$ cat src/rtl/stage_memory.sv
// Memory pipeline stage: passes ALU results, runs one bus load/store per mem slot.
// Ports: stall in/out, execute slot in, valid/ready data bus, fwd + registered wb out.
// Optional MEM_ALIGN_CHECK_EN: misaligned mem slots fault instead of using the bus.
module stage_memory #(
  parameter int XLEN    = 32,
  parameter int RADDR_W = 4
) (
  input  logic               clk,
  input  logic               rst,
  input  logic               stall_in,
  output logic               stall,
  input  logic [RADDR_W-1:0] in_dest,
  input  logic [XLEN-1:0]    in_val,
  input  logic               in_is_mem,
  input  logic               in_mem_write,
  input  logic [XLEN-1:0]    in_mem_addr,
  input  logic [XLEN-1:0]    in_mem_wdata,
  output logic               bus_req,
  output logic               bus_we,
  output logic [XLEN-1:0]    bus_addr,
  output logic [XLEN-1:0]    bus_wdata,
  input  logic               bus_ready,
  input  logic               bus_rvalid,
  input  logic [XLEN-1:0]    bus_rdata,
  output logic               fwd_valid,
  output logic [RADDR_W-1:0] fwd_addr,
  output logic [XLEN-1:0]    fwd_val,
  output logic [RADDR_W-1:0] out_addr,
  output logic [XLEN-1:0]    out_val,
  output logic               misalign
);

  typedef enum logic [1:0] {
    IDLE, REQ, WAIT, HOLD
  } state_t;

  state_t             state_q, state_d;
  logic [XLEN-1:0]    addr_q, addr_d;
  logic [XLEN-1:0]    wdata_q, wdata_d;
  logic               we_q, we_d;
  logic [RADDR_W-1:0] dest_q, dest_d;
  logic [XLEN-1:0]    rdata_q, rdata_d;
  logic [RADDR_W-1:0] out_addr_q, out_addr_d;
  logic [XLEN-1:0]    out_val_q, out_val_d;
  logic               misalign_q, misalign_d;
  logic               misaligned;

`ifdef MEM_ALIGN_CHECK_EN
  assign misaligned = in_mem_addr[1:0] != 2'b00;
`else
  assign misaligned = 1'b0;
`endif

  assign stall     = stall_in | (state_q != IDLE);
  assign bus_req   = state_q == REQ;
  assign bus_we    = we_q;
  assign bus_addr  = addr_q;
  assign bus_wdata = wdata_q;
  assign out_addr  = out_addr_q;
  assign out_val   = out_val_q;
  assign misalign  = misalign_q;

  always_comb begin
    state_d    = state_q;
    addr_d     = addr_q;
    wdata_d    = wdata_q;
    we_d       = we_q;
    dest_d     = dest_q;
    rdata_d    = rdata_q;
    out_addr_d = '0;
    out_val_d  = '0;
    misalign_d = 1'b0;
    fwd_valid  = 1'b0;
    fwd_addr   = '0;
    fwd_val    = '0;
    unique case (state_q)
      IDLE: begin
        if (!in_is_mem) begin
          fwd_valid = in_dest != '0;
          fwd_addr  = in_dest;
          fwd_val   = in_val;
          if (!stall_in) begin
            out_addr_d = in_dest;
            out_val_d  = in_val;
          end
        end else if (!stall_in) begin
          if (misaligned) begin
            misalign_d = 1'b1;
          end else begin
            addr_d  = in_mem_addr;
            wdata_d = in_mem_wdata;
            we_d    = in_mem_write;
            dest_d  = in_dest;
            state_d = REQ;
          end
        end
      end
      REQ: begin
        if (bus_ready) begin
          state_d = we_q ? IDLE : WAIT;
        end
      end
      WAIT: begin
        if (bus_rvalid) begin
          rdata_d = bus_rdata;
          if (!stall_in) begin
            fwd_valid  = dest_q != '0;
            fwd_addr   = dest_q;
            fwd_val    = bus_rdata;
            out_addr_d = dest_q;
            out_val_d  = bus_rdata;
            state_d    = IDLE;
          end else begin
            state_d = HOLD;
          end
        end
      end
      HOLD: begin
        if (!stall_in) begin
          fwd_valid  = dest_q != '0;
          fwd_addr   = dest_q;
          fwd_val    = rdata_q;
          out_addr_d = dest_q;
          out_val_d  = rdata_q;
          state_d    = IDLE;
        end
      end
      default: state_d = IDLE;
    endcase
  end

  always_ff @(posedge clk or posedge rst) begin
    if (rst) begin
      state_q    <= IDLE;
      addr_q     <= '0;
      wdata_q    <= '0;
      we_q       <= 1'b0;
      dest_q     <= '0;
      rdata_q    <= '0;
      out_addr_q <= '0;
      out_val_q  <= '0;
      misalign_q <= 1'b0;
    end else begin
      state_q    <= state_d;
      addr_q     <= addr_d;
      wdata_q    <= wdata_d;
      we_q       <= we_d;
      dest_q     <= dest_d;
      rdata_q    <= rdata_d;
      out_addr_q <= out_addr_d;
      out_val_q  <= out_val_d;
      misalign_q <= misalign_d;
    end
  end

endmodule

$ cat config.mk
export PLATFORM = sky130hd
export DESIGN_NAME = stage_memory
export DESIGN_NICKNAME = d
export VERILOG_FILES = /design/src/rtl/stage_memory.sv
export SDC_FILE = /design/constraint.sdc
export NUM_CORES = 1
export LEC_CHECK = 0
export ABC_AREA = 0
export CORE_AREA = 2 2 127 129
export CTS_CLUSTER_DIAMETER = 150
export CTS_CLUSTER_SIZE = 10
export DETAILED_ROUTE_END_ITERATION = 6
export DIE_AREA = 0 0 129 131
export PLACE_DENSITY = 0.77
export SLEW_MARGIN = 40
export SYNTH_ARGS = -nofsm -noshare
export SYNTH_HDL_FRONTEND = slang
export SYNTH_SLANG_ARGS = --single-unit
$ cat constraint.sdc
create_clock -name clk -period 9.9 [get_ports clk]
set_input_delay 2.475 -clock clk [delete_from_list [all_inputs] [get_ports clk]]
set_output_delay 2.475 -clock clk [all_outputs]
set_load 0.1 [all_outputs]
## After elaboration in Yosys (flattened, before gate mapping)

Index checks and enable logic that the tools add are counted.

- ROM bits: 0
- RAM bits: 0
- Memories: 0
- Latch bits: 0
- Register bits: 139
- Output and inout port bits: 141

- Multipliers: 0
- Mux-type cells: 27
- Reductions and logical operators: 7
- $lt $le $gt $ge: 0
- Bitwise logic cells: 2
- Div/mod/pow operators: 0
- Shift operators: 0
- Add/subtract/negate cells: 0
- Equal/unequal tests: 8

Operators by type and width:

| operator | count |
|---|---|
| two-way mux 32 bit | 6 |
| one-hot mux 32 bit (3 select lines) | 2 |
| one-hot mux 4 bit (3 select lines) | 2 |
| two-way mux 4 bit | 5 |
| two-way mux 2 bit | 7 |
| inequality test 2 bit (second input constant) | 4 |
| one-hot mux 2 bit (4 select lines) | 1 |
| nonzero test 4 bit | 2 |
| AND reduction 5 bit | 1 |
| equality test 2 bit (second input constant) | 2 |
| two-way mux 1 bit | 3 |
| one-hot mux 1 bit (3 select lines) | 1 |
| AND reduction 3 bit | 1 |
| equality test 2 x 1 -> 1 bit (second input constant) | 1 |
| logical NOT 2 bit | 1 |
| inequality test 2 x 1 -> 1 bit (second input constant) | 1 |
| AND reduction 2 bit | 1 |
| nonzero test 2 bit | 1 |
| inverter 1 bit | 1 |
| bitwise OR 1 bit | 1 |

## Depth between registers and ports, before layout

- Word-level depth: 4
- Mapped depth: 7
- Mapped depth without buffers: 3

## Least setup slack after synthesis

Ideal clock, no wire load.

- Path type: input port to output port
- Start: input bus_rvalid
- End: output fwd_val[27]
- Data required time: 7425 ps
- Path buffers: 2
- Cell stages on the path: 5
- Setup slack: 2099 ps
- Data arrival time: 5326 ps
- Path through: and3b_1 > buf_2 > buf_2 > a222oi_1 > a211oi_1

- Cells in the longest elaborated chain, start to end: 2

RTL lines:

| element | line | source |
|---|---|---|
| start: declaration | 23 | `input logic bus_rvalid,` |
| two-way mux 32 bit | 104 | `if (bus_rvalid) begin` |
| one-hot mux 32 bit (3 select lines) | 76 | `unique case (state_q)` |
| end: declaration | 27 | `output logic [XLEN-1:0] fwd_val,` |

Every way passes these cells.

## Final worst setup path

- Start: input stall_in
- End: output fwd_val[24]

- Cells in the longest elaborated chain, start to end: 3
- Elaborated cells on any way between the ends: 4
- Classes of those cells: 4 x mux

RTL lines:

| element | line | source |
|---|---|---|
| start: declaration | 10 | `input logic stall_in,` |
| two-way mux 32 bit | 106 | `if (!stall_in) begin` |
| two-way mux 32 bit | 104 |  |
| one-hot mux 32 bit (3 select lines) * | 76 |  |

Mark *: on every way between the ends. The rest lies on a longest branch, timed or not.

==> flow_summary.ini <==
[synth]
syn-instance-count = 549
postSynth.asyncResetShare_pct = 100.0
postSynthNetCount = 688
synthesis.area_um2 = 6103
synth.largest_area_cell = sky130_fd_sc_hd__dfrtp_1
postSynth.topFlopCell = sky130_fd_sc_hd__dfrtp_1
yosysMostFrequentCell = sky130_fd_sc_hd__nand2_1
synth.ff_latch_count = 139
yosysWarnings = 0
synth_top_cell_area_share_pct = 56.99
yosys-top-cells-area = sky130_fd_sc_hd__dfrtp_1, sky130_fd_sc_hd__mux2_2, sky130_fd_sc_hd__nand2_1
seq_area_frac_synth_pct = 56.99
post_synth.cell_area_avg_um2 = 11.12
synth.top_cells.by_count = sky130_fd_sc_hd__nand2_1, sky130_fd_sc_hd__dfrtp_1, sky130_fd_sc_hd__mux2_2, sky130_fd_sc_hd__a31oi_1
synth-edff-count = 0
ys_types = 36

[critical_path]
worst_setup_path_start_kind = primary input
crit_required_ps = 7430
startpoint_of_the_worst_register_to_register_path = state_q[0]$_DFFE_PP0P_
cp_cell_sequence = clkdlybuf4s50_1 > nor3b_4 > buf_4 > a32oi_1 > nand2_1 > buf_2
r2r.worst_path.cells = 4
worstPathBufferInverterCount = 3
cp_slowest_cell = sky130_fd_sc_hd__clkdlybuf4s50_1
crit-reg2reg-capture = out_val[1]$_DFF_PP0_
crit_type = in2out
timing.critical_path.from = stall_in
cp_top_family = buffers and inverters
r2r_slack_ps = 7510
worstPathArrival_ps = 4860
max_stage_delay_ps = 770
worstPathMaxFanout = 17
end_kind = output pin

[placement]
port_buffers = 278
post-place-ws_ps = 2545
detailedPlacementHpwl_um = 12500
placed_cell_area_um2 = 8278
routabilityCongestion = 0.7987

[detailed_routing]
post_route_ant_nets = 0
drc_errors = 0
initialDrtViolationCount = 404
dr_total_vias = 5255
route.final.wire_length_um = 17550
firstDrtPassIters = 6
route.detailed.wl_per_inst_um = 16.87
avgViaCountPerCell = 5.053

[floorplanning]
floorplan.die.height_um = 131
initial_utilization_pct = 39.13
design.core.area_um2 = 15600
chipWidth_um = 129
ioPinCount = 280
die_area_um2 = 16900
std_cell_rows = 46

[min_path]
hold_path_class = reg2reg
min_delay_worst_endpoint = rdata_q[7]$_DFFE_PP0P_
hold_start = rdata_q[7]$_DFFE_PP0P_
cell_depth_of_the_worst_min_delay_path = 2

[timing]
setup_total_negative_slack_ps = 0
worst-slew-pin-transition_ps = 708.8
setup_slack_ps = 2567
fin_skew_ps = 6.750
final_hold_viol_count = 0
timing.final.crit_period_ps = 7333
final_min_period_over_clock_period_pct = 74.07
rsz0062_at_grt = no
finalSetupViolations = 0
slew_headroom_pct = 52.60
timing.fmax_mhz = 136.4
timing_max_transition_violations_final = 0

[clocking]
clock-sinks = 139
cts_buffer_depth = 2
cell_at_the_root_of_the_clock_tree = sky130_fd_sc_hd__clkbuf_16
worst_skew_pair.late_latency_ps = 410
numCtsBuffers = 17
post_cts_resized = 0
postCtsSetupRepairBufs = 0
maximum_level_of_the_cts_h_tree = 4
cts.hold.buffers_added = 0
cts_tree = built
clk_pin_slew_ps = 60

[cells_and_area]
antenna-diode-count = 0
layout.cell_area.non_filler_um2 = 8879
layout.nets = 950
area_delta_synth_final_pct = 45.47
post_route_cells_drive_above_1_share_pct = 30.95

[global_route]
grt_pass1_vias = 4984
antenna_violations_before_repair = 0
grt.overflow.total = 0
global_route.usage.total_pct = 21.00
grt_pass1_wl_um = 27190
grt_max_degree = 77

[run_status]
run_status = complete, no violations

[job]
number_of_maximum_capacitance_violations = 0
[worst max path at each step]
| stage | end | slack [ps] | cells after the start |
|---|---|---|---|
| floorplan | fwd_val[27] | 2100 | 5 |
| global placement | fwd_val[24] | 1670 | 5 |
| detailed placement | fwd_val[24] | 2550 | 6 |
| CTS | fwd_val[24] | 2580 | 6 |
| global route | fwd_val[24] | 2430 | 6 |
| finish | fwd_val[24] | 2570 | 6 |
[layout make-up]
type / count / area [µm²]
repair buffers: 286 / 2145
fillers: 1374 / 6719
multi-input cells: 365 / 2376
inverters: 2 / 12.51
clock buffers: 18 / 439.2
clock inverters: 14 / 157.7
flip-flops and latches: 139 / 3478
well taps: 216 / 270.3
[cells in the final DEF (no fill, tap or decap), types with 2 or more instances in the layout]
master and count:
sky130_fd_sc_hd__buf_4 6, sky130_fd_sc_hd__a32oi_1 23, sky130_fd_sc_hd__mux2_4 8, sky130_fd_sc_hd__a22oi_1 4, sky130_fd_sc_hd__o21ai_0 4, sky130_fd_sc_hd__a31oi_1 24, sky130_fd_sc_hd__nor2b_1 9, sky130_fd_sc_hd__nand3_1 23
sky130_fd_sc_hd__clkdlybuf4s50_1 137, sky130_fd_sc_hd__clkinv_2 2, sky130_fd_sc_hd__a22o_1 4, sky130_fd_sc_hd__bufinv_16 2, sky130_fd_sc_hd__inv_6 8, sky130_fd_sc_hd__buf_2 141, sky130_fd_sc_hd__clkbuf_16 17, sky130_fd_sc_hd__nor2_1 16
sky130_fd_sc_hd__clkinvlp_4 2, sky130_fd_sc_hd__dfrtp_1 139, sky130_fd_sc_hd__a222oi_1 7, sky130_fd_sc_hd__buf_6 2, sky130_fd_sc_hd__nand2_1 146, sky130_fd_sc_hd__mux2_2 60, sky130_fd_sc_hd__o22ai_1 2, sky130_fd_sc_hd__a211oi_1 7
sky130_fd_sc_hd__and3b_1 3, sky130_fd_sc_hd__nand2b_1 8, sky130_fd_sc_hd__a21oi_1 3
[routing by layer]
layer | track usage [%] | routed length, µm | vias up
li1 | - | - | 2466
met1 | 26.35 | 7198 | 2560
met2 | 34.42 | 8752 | 198
met3 | 6.107 | 1130 | 31
met4 | 8.440 | 465 | 0
met5 | 0 | 0 | -
[worst register-to-register path: cells and delay by family, from the launching register on]
family	cells	cell delay, ps
flip-flops	1	770
AND/OR/NAND/NOR	2	980
buffers and inverters	1	380
AO/OA/AOI/OAI	1	130
[logic make-up after synthesis]
| family | count (synthesis) | share of synthesized area [%] |
|---|---|---|
| and+or+nand+nor | 215 | 15.58 |
| DFF | 139 | 56.99 |
| AOI/OAI and AO/OA | 81 | 10.00 |
| muxes | 68 | 13.04 |
| buffers and inverters | 45 | 4.326 |
| other | 1 | 0.06144 |
[sequential cells by signal, summed over array words and instances (netlist names)]
| name | count |
|---|---|
| rdata_q | 32 |
| dest_q | 4 |
| state_q | 2 |
| out_addr | 4 |
| bus_wdata | 32 |
| out_val | 32 |
| bus_we | 1 |
| bus_addr | 32 |
[stage by stage]
stage                     hold WS (ps)  util, %  instances
after floorplan                  446.0        -        549
after global placement           457.8    57.48       1007
after detailed placement         469.2    53.07       1008
after CTS                        485.4    56.90       1040
after global routing             507.7    56.92       1040
final                            482.7    56.92       1040
Power is left out: the tool's default activity adds up to more than one toggle a clock period on the data nets, which glitch-free logic cannot reach.
